===== config.mk =====
export PLATFORM = sky130hd
export DESIGN_NAME = clk_step_ctrl_flat
export DESIGN_NICKNAME = d
export VERILOG_FILES = /design/src/rtl/clk_step_ctrl_if.sv /design/src/rtl/clk_step_ctrl.sv /design/src/flat_wrapper.sv
export SDC_FILE = /design/constraint.sdc
export NUM_CORES = 1
export LEC_CHECK = 0
export BUFFER_PORTS_ARGS = -buffer_cell sky130_fd_sc_hd__buf_2
export CAP_MARGIN = 25
export CORE_MARGIN = 4
export CORE_UTILIZATION = 57
export DETAILED_ROUTE_END_ITERATION = 6
export PLACE_DENSITY = 0.87
export SLEW_MARGIN = 25
export SYNTH_ARGS = -nofsm -noshare
export SYNTH_HDL_FRONTEND = slang
export SYNTH_SLANG_ARGS = --single-unit

===== constraint.sdc =====
create_clock -name clk -period 3.3 [get_ports clk]
set_clock_uncertainty 0.1 [all_clocks]
set_input_delay 0.99 -clock clk [delete_from_list [all_inputs] [get_ports clk]]
set_output_delay 0.99 -clock clk [all_outputs]
set_load 0.02 [all_outputs]

===== src/rtl/clk_step_ctrl_if.sv =====
// Command channel into the clock-step sequencer.
// valid/ready handshake carrying op and step count.
interface clk_step_ctrl_if #(
  parameter int CNT_W = 16
);
  logic             cmd_valid;
  logic             cmd_ready;
  logic [1:0]       cmd_op;
  logic [CNT_W-1:0] cmd_count;

  modport master (
    output cmd_valid,
    output cmd_op,
    output cmd_count,
    input  cmd_ready
  );

  modport slave (
    input  cmd_valid,
    input  cmd_op,
    input  cmd_count,
    output cmd_ready
  );
endinterface


===== src/rtl/clk_step_ctrl.sv =====
// Clock-enable sequencer: RUN/HALT/STEP control of a gated
// counter clock, with optional capture pulse on every stop.
module clk_step_ctrl #(
  parameter int CNT_W           = 16,
  parameter bit RESET_RUN       = 1'b1,
  parameter bit CAPTURE_ON_HALT = 1'b1,
  parameter int CAPT_WAIT       = 4
) (
  input  logic             clk,
  input  logic             reset,
  clk_step_ctrl_if.slave   cmd,
  output logic             clk_ce,
  output logic             capture,
  output logic             busy,
  output logic [1:0]       state,
  output logic [CNT_W-1:0] steps_done
);

  localparam int WW = $clog2(CAPT_WAIT + 1);

  typedef enum logic [1:0] {
    HALT = 2'b00,
    RUN  = 2'b01,
    STEP = 2'b10,
    CAPT = 2'b11
  } st_t;

  localparam logic [1:0] OP_RUN  = 2'b01;
  localparam logic [1:0] OP_HALT = 2'b10;
  localparam logic [1:0] OP_STEP = 2'b11;

  st_t              st, st_n;
  logic             ce_n, cap_n;
  logic [CNT_W-1:0] sd_n, rem, rem_n;
  logic [WW-1:0]    wcnt, w_n;
  logic             acc;

  // Ready only in the idle states; busy is its complement.
  assign cmd.cmd_ready = ~st[1];
  assign busy          = st[1];
  assign state         = st;
  assign acc           = cmd.cmd_valid & cmd.cmd_ready;

  // State and registered outputs.
  always_ff @(posedge clk) begin
    if (reset) begin
      st         <= RESET_RUN ? RUN : HALT;
      clk_ce     <= RESET_RUN;
      capture    <= 1'b0;
      steps_done <= '0;
      rem        <= '0;
      wcnt       <= '0;
    end else begin
      st         <= st_n;
      clk_ce     <= ce_n;
      capture    <= cap_n;
      steps_done <= sd_n;
      rem        <= rem_n;
      wcnt       <= w_n;
    end
  end

  // Next-state: command decode, step countdown, capture hold-off.
  always_comb begin
    st_n  = st;
    ce_n  = clk_ce;
    cap_n = 1'b0;
    sd_n  = steps_done;
    rem_n = rem;
    w_n   = wcnt;
    unique case (st)
      HALT: begin
        if (acc) begin
          unique case (cmd.cmd_op)
            OP_RUN: begin
              st_n = RUN;
              ce_n = 1'b1;
            end
            OP_STEP: begin
              if (cmd.cmd_count != '0) begin
                st_n  = STEP;
                ce_n  = 1'b1;
                rem_n = cmd.cmd_count - 1'b1;
                sd_n  = CNT_W'(1);
              end else begin
                sd_n = '0;
              end
            end
            default: ;
          endcase
        end
      end
      RUN: begin
        if (acc && cmd.cmd_op == OP_HALT) begin
          ce_n = 1'b0;
          if (CAPTURE_ON_HALT) begin
            st_n  = CAPT;
            cap_n = 1'b1;
            w_n   = WW'(CAPT_WAIT - 1);
          end else begin
            st_n = HALT;
          end
        end
      end
      STEP: begin
        if (rem == '0) begin
          ce_n = 1'b0;
          if (CAPTURE_ON_HALT) begin
            st_n  = CAPT;
            cap_n = 1'b1;
            w_n   = WW'(CAPT_WAIT - 1);
          end else begin
            st_n = HALT;
          end
        end else begin
          rem_n = rem - 1'b1;
          if (steps_done != '1)
            sd_n = steps_done + 1'b1;
        end
      end
      CAPT: begin
        ce_n = 1'b0;
        if (wcnt == '0)
          st_n = HALT;
        else
          w_n = wcnt - 1'b1;
      end
      default: ;
    endcase
  end

endmodule


===== src/flat_wrapper.sv =====
// flat-port wrapper written by rule: the top's interface ports become plain ports
module clk_step_ctrl_flat 
#(
  parameter int CNT_W           = 16,
  parameter bit RESET_RUN       = 1'b1,
  parameter bit CAPTURE_ON_HALT = 1'b1,
  parameter int CAPT_WAIT       = 4
)
  (clk, reset, clk_ce, capture, busy, state, steps_done, cmd_cmd_valid, cmd_cmd_op, cmd_cmd_count, cmd_cmd_ready);
  clk_step_ctrl_if #(.CNT_W(CNT_W)) cmd_i ();
  input  logic clk;
  input  logic reset;
  output logic clk_ce;
  output logic capture;
  output logic busy;
  output logic [1:0] state;
  output logic [CNT_W-1:0] steps_done;
  input wire logic [$bits(cmd_i.cmd_valid)-1:0] cmd_cmd_valid;
  input wire logic [$bits(cmd_i.cmd_op)-1:0] cmd_cmd_op;
  input wire logic [$bits(cmd_i.cmd_count)-1:0] cmd_cmd_count;
  output wire logic [$bits(cmd_i.cmd_ready)-1:0] cmd_cmd_ready;
  assign cmd_i.cmd_valid = cmd_cmd_valid;
  assign cmd_i.cmd_op = cmd_cmd_op;
  assign cmd_i.cmd_count = cmd_cmd_count;
  assign cmd_cmd_ready = cmd_i.cmd_ready;
  clk_step_ctrl #(.CNT_W(CNT_W), .RESET_RUN(RESET_RUN), .CAPTURE_ON_HALT(CAPTURE_ON_HALT), .CAPT_WAIT(CAPT_WAIT)) u_core (.clk(clk), .reset(reset), .cmd(cmd_i), .clk_ce(clk_ce), .capture(capture), .busy(busy), .state(state), .steps_done(steps_done));
endmodule

# --- Yosys cells after proc, flatten, opt, wreduce, memory -nomap -nowiden ---
# Index checks and enable logic that the tools add are counted.
totals:
  register_bits: 39
  wordCells: 73
classes:
  bitwise: 2
  eq_ne: 18
  reduce_logical: 12
  mux: 31
  addsub: 4
op_table:
  columns: ["operator", "n"]
  rows:
  - ["2-to-1 mux 16 bit", 8]
  - ["one-hot mux 16 bit (2 select lines)", 2]
  - ["subtractor 16 x 1 -> 16 bit, second input constant", 2]
  - ["adder 16 x 1 -> 16 bit, second input constant", 1]
  - ["zero test 16 bit", 1]
  - ["!= test 16 bit, second input constant", 1]
  - ["nonzero test 16 bit", 1]
  - ["AND reduction 5 bit", 3]
  - ["!= test 2 x 1 -> 1 bit, second input constant", 6]
  - ["2-to-1 mux 2 bit", 5]
  - ["2-to-1 mux 3 bit", 3]
  - ["one-hot mux 3 bit (3 select lines)", 1]
  - ["== test 2 bit, second input constant", 4]
  - ["one-hot mux 2 bit (4 select lines)", 1]
  - ["2-to-1 mux 1 bit", 7]
  - ["!= test 2 bit, second input constant", 3]
  - ["AND reduction 6 bit", 1]
  - ["== test 2 x 1 -> 1 bit, second input constant", 2]
  - ["one-hot mux 1 bit (2 select lines)", 2]
  - ["one-hot mux 1 bit (4 select lines)", 1]
  - ["one-hot mux 2 bit (2 select lines)", 1]
  - ["AND reduction 4 bit", 1]
  - ["zero test 3 bit", 1]
  - ["!= test 3 x 2 -> 1 bit, second input constant", 1]
  - ["other kinds (8)", 8]

# --- Longest topological paths before layout ---
depth:
  depth_word: 5
  mapped_depth: 13
  mapped_depth_nobuf: 9

# --- Least setup slack after synthesis ---
# No wires, ideal clock.
synth_timing:
  path_type: "register to register"
  from: "register u_core.st[1], in the netlist u_core.state[1]"
  to: "register u_core.rem[10]"
  required_ps: 3067
  path_stages_with_launch: 13
  synth_period_minus_slack_ps: 3090
  path_slack_ps: 210
  path_buffers: 4
  arrival_time_ps: 2857
  setup_time_ps: 133
  path_cell_list: "dfxtp_1 > ha_1 > buf_6 > buf_2 > clkbuf_1 > clkbuf_1 > mux2i_1 > ha_1 > nand3_1 > nor2_1 > a21oi_1 > o21ai_0 > a31oi_1"
synth_between:
  elab_chain_len: 4
  elab_cells_between_ends: 11
synth_rtl:
  columns: ["element", "line", "rtl"]
  rows:
  - ["start: declaration", "clk_step_ctrl.sv:32", "st_t st, st_n;"]
  - ["start signal: assignment", "clk_step_ctrl.sv:47", "st <= RESET_RUN ? RUN : HALT;"]
  - ["start signal: assignment", "clk_step_ctrl.sv:54", "st <= st_n;"]
  - ["NOT 1 bit", "clk_step_ctrl.sv:39", "assign cmd.cmd_ready = ~st[1];"]
  - ["bitwise AND 1 bit", "clk_step_ctrl.sv:42", "assign acc = cmd.cmd_valid & cmd.cmd_ready;"]
  - ["!= test 2 x 1 -> 1 bit (no line)", null, null]
  - ["AND reduction 5 bit (no line)", null, null]
  - ["end signal: assignment", "clk_step_ctrl.sv:58", "rem <= rem_n;"]
  - ["end: declaration", "clk_step_ctrl.sv:34", "logic [CNT_W-1:0] sd_n, rem, rem_n;"]
# Parallel ways exist; a longest one is shown, timed or not.
# A chain may end at the register's enable or synchronous reset.

# --- Worst setup path in the final report ---
layout_timing:
  from: "register u_core.st[0], in the netlist u_core.state[0]"
  to: "register u_core.rem[5]"
layout_between:
  elab_chain_len: 3
  elab_cells_between_ends: 9
layout_rtl:
  columns: ["element", "line", "rtl"]
  rows:
  - ["== test 2 bit / zero test 2 bit (equally long branches)", "clk_step_ctrl.sv:71", "unique case (st)"]
  - ["!= test 2 bit (no line), or another cell as far along", null, null]
  - ["AND reduction 5 bit (no line)", null, null]
# Parallel ways exist; a longest one is shown, timed or not.

==> impl_results.md <==
- Nets: 396
- First-pass GRT wire length: 10.5 mm
- Multi-input combinational cell area: 0.00174 mm^2
- Mapped Area: between 0.002 and 0.003 mm^2
- Cells after synthesis: ~330
- Vias: 2,548
- Hold slack final: ~0.37 ns
- Commonest non-fill, non-tap cell in the layout: buf_2
- Mapped Nets: 358
- PortBufs: 42
- #FFs+latches synth: 39
- Die width: 76.6 um
- N_diodes: 0
- Post-route setup TNS: 0 ns
- Initial antenna violation count: 0
- Hold_buf cts: 0
- Num rows: 24
- Synth Area per Inst: 8.18 um^2
- Post-DR vias/cell: 6.08
- Detailed Routing Iterations Pass 1: 4
- Clock buffer depth: 2
- RSZ-0062 raised after global routing: no
- Ys flop type: dfxtp_1
- Max Fclk: 325 MHz
- Leakage power: 1.11 nW
- H-tree depth: 2
- Die ar.: 0.00587 mm^2
- Hpwl dp: 4.55 mm
- Routability-driven placement congestion ratio: about 0.86
- Sinks on Clock Net: 39
- Global Route Usage Sum: 0.213
- Cell area power density: 443 mW/mm^2
- Yosys cell types: about 70
- Cell Area, Placed: 0.00288 mm^2
- Seq/Total Area, Yosys: 0.291
- Crit path arrival time: 3.20 ns
- Initial core utilization: 0.604
- CTS tree: built
- Number of global-route vias before repair: 2,354
- Startpoint type of the worst setup path: register
- Most frequent cells in the layout: buf_2 (42), dfxtp_1 (39), nor2_1 (35), nand2_1 (34), a21oi_1 (19)
- Min cycle time layout: 3.08 ns
- Final wirelength: 6.20 mm
- Placed cells: 411
- Ratio of final minimum period to clock period: 0.933
- Postcts setup bufs: 0
- Final hold vios: 0
- Final Cell Area: 0.00299 mm^2
- Core ar.: 0.00444 mm^2
- Die Y: 76.6 um
- TritonCTS buffer count: 5
- Status: completed
- Overflow after GRT: 0
- Peak VDD IR: about 0.41 mV
- Max_cap viols: 0
- WL per Instance: around 15 um
- Worst min-delay path category: register to register
- ANT nets after route: 0
- Async SR Flop Fraction: 0
- Clk_lat worst skew: 0.30 ns
- Count of cells resized by post-cts repair: 0
- Setup Viol. Count Final: 0
- Synth warn: 0
- Crit path kind: register to register
- Worst-path clk slew: 0.08 ns
- Critical Path RT: about 3.4 ns
- DRC Markers: 0
- Initial DRC Count: 187
- I/O Pins: 43
- CP Max Fanout: 19
- Area Overhead vs Synth: 11.4%
- Share of cells above drive strength 1: 0.226
- Fillcell total: about 370
- Final slew viol count: 0
- Slew @ Worst Pin: 0.781 ns
- Seq. cell area: 781 um^2
- Post-synth EDFFs: 0
- Root Buffer: clkbuf_8
- Largest net degree at the start of global routing: 30
- Non-Filler Instances: 419
- Relative slew slack: 0.478
- Critical Path Sink Type: register
per-stage QoR:
| stage | power [W] | utilization | setup WS [ns] |
|---|---|---|---|
| floorplan | 0.000836 | - | 0.210 |
| global placement | 0.000911 | 0.647 | 0.266 |
| detailed placement | 0.000930 | 0.647 | 0.203 |
| CTS | 0.00132 | 0.673 | 0.288 |
| global route | 0.00140 | 0.673 | 0.0432 |
| finish | 0.00132 | 0.673 | 0.222 |
power breakdown:
| group | switching [W] | leakage [nW] | total, W | internal (W) |
|---|---|---|---|---|
| clock network | 0.000176 | 0.0581 | 0.000401 | 0.000225 |
| registers | 0.0000275 | 0.315 | 0.000532 | 0.000504 |
| logic | 0.000232 | 0.739 | 0.000391 | 0.000159 |
kinds of logic (layout without fill, tap and decap cells):
kind of cell	after synthesis	count (layout)	share of synthesized area
flops	39	39	0.291
compound gates	76	76	0.198
mux	9	9	0.0340
simple gates	150	150	0.312
xor+xnor	19	19	0.0620
fa+ha+maj	9	9	0.0420
buf+inv	26	65	0.0616
per-layer routing:
| metal | share of wire | vias to the layer above | global-route usage |
|---|---|---|---|
| li1 | - | 1282 | - |
| met1 | 0.45 | 1174 | 0.275 |
| met2 | 0.48 | 81 | 0.359 |
| met5 | 0 | - | 0 |
| met3 | 0.059 | 11 | 0.0449 |
| met4 | 0.012 | 0 | 0.0598 |
flip-flops by register name (all words and copies together) (netlist names):
register           flops
u_core.capture         1
u_core.wcnt            3
u_core.state           2
u_core.clk_ce          1
u_core.steps_done     16
u_core.rem            16
synth_stat cells (all sizes together), types with 4 or more instances:
cell type,n,area (um^2)
dfxtp,39,781
nand2,36,140
nor2,36,138
a21oi,23,130
nor3,16,113
o21ai,16,91.3
inv,11,41.3
nor4,10,68.8
xnor2,10,87.6
a31oi,9,62.6
clkbuf,9,63.8
ha,9,113
xor2,9,78.8
mux2i,8,80.1
nand3,8,40.0
nand4,7,43.8
buf,6,60.1
nor2b,5,31.3
or3,5,36.3
and4,4,37.5
path summary, 6_finish.rpt:
path                                     start                          end  slack (ns)  depth (start not counted)
setup / recovery  u_core.state[0]$_SDFFE_PP1P_   u_core.rem[5]$_SDFFE_PP0P_        0.22                          7
hold / removal     u_core.rem[15]$_SDFFE_PP0P_  u_core.rem[15]$_SDFFE_PP0P_        0.37                          2
setup reg to reg  u_core.state[0]$_SDFFE_PP1P_   u_core.rem[5]$_SDFFE_PP0P_        0.22                          7
hold reg to reg    u_core.rem[15]$_SDFFE_PP0P_  u_core.rem[15]$_SDFFE_PP0P_        0.37                          2
cell type report:
type                    instances  share of cell area
clock buffers                   5              0.0230
multi-input cells             263               0.581
well taps                      52              0.0218
repair buffers                 46              0.0846
clock inverters                 3              0.0147
inverters                      11              0.0138
flip-flops and latches         39               0.261
worst max-delay path, stage by stage, from the launching register on:
cell and delay, ns:
dfxtp_1 0.36, inv_1 0.12, ha_1 0.68, mux2i_1 0.27, a31o_2 0.37, nor2_2 0.64, o21ai_0 0.25, a21oi_1 0.21
No activity file was read; power rests on OpenSTA's default activity.
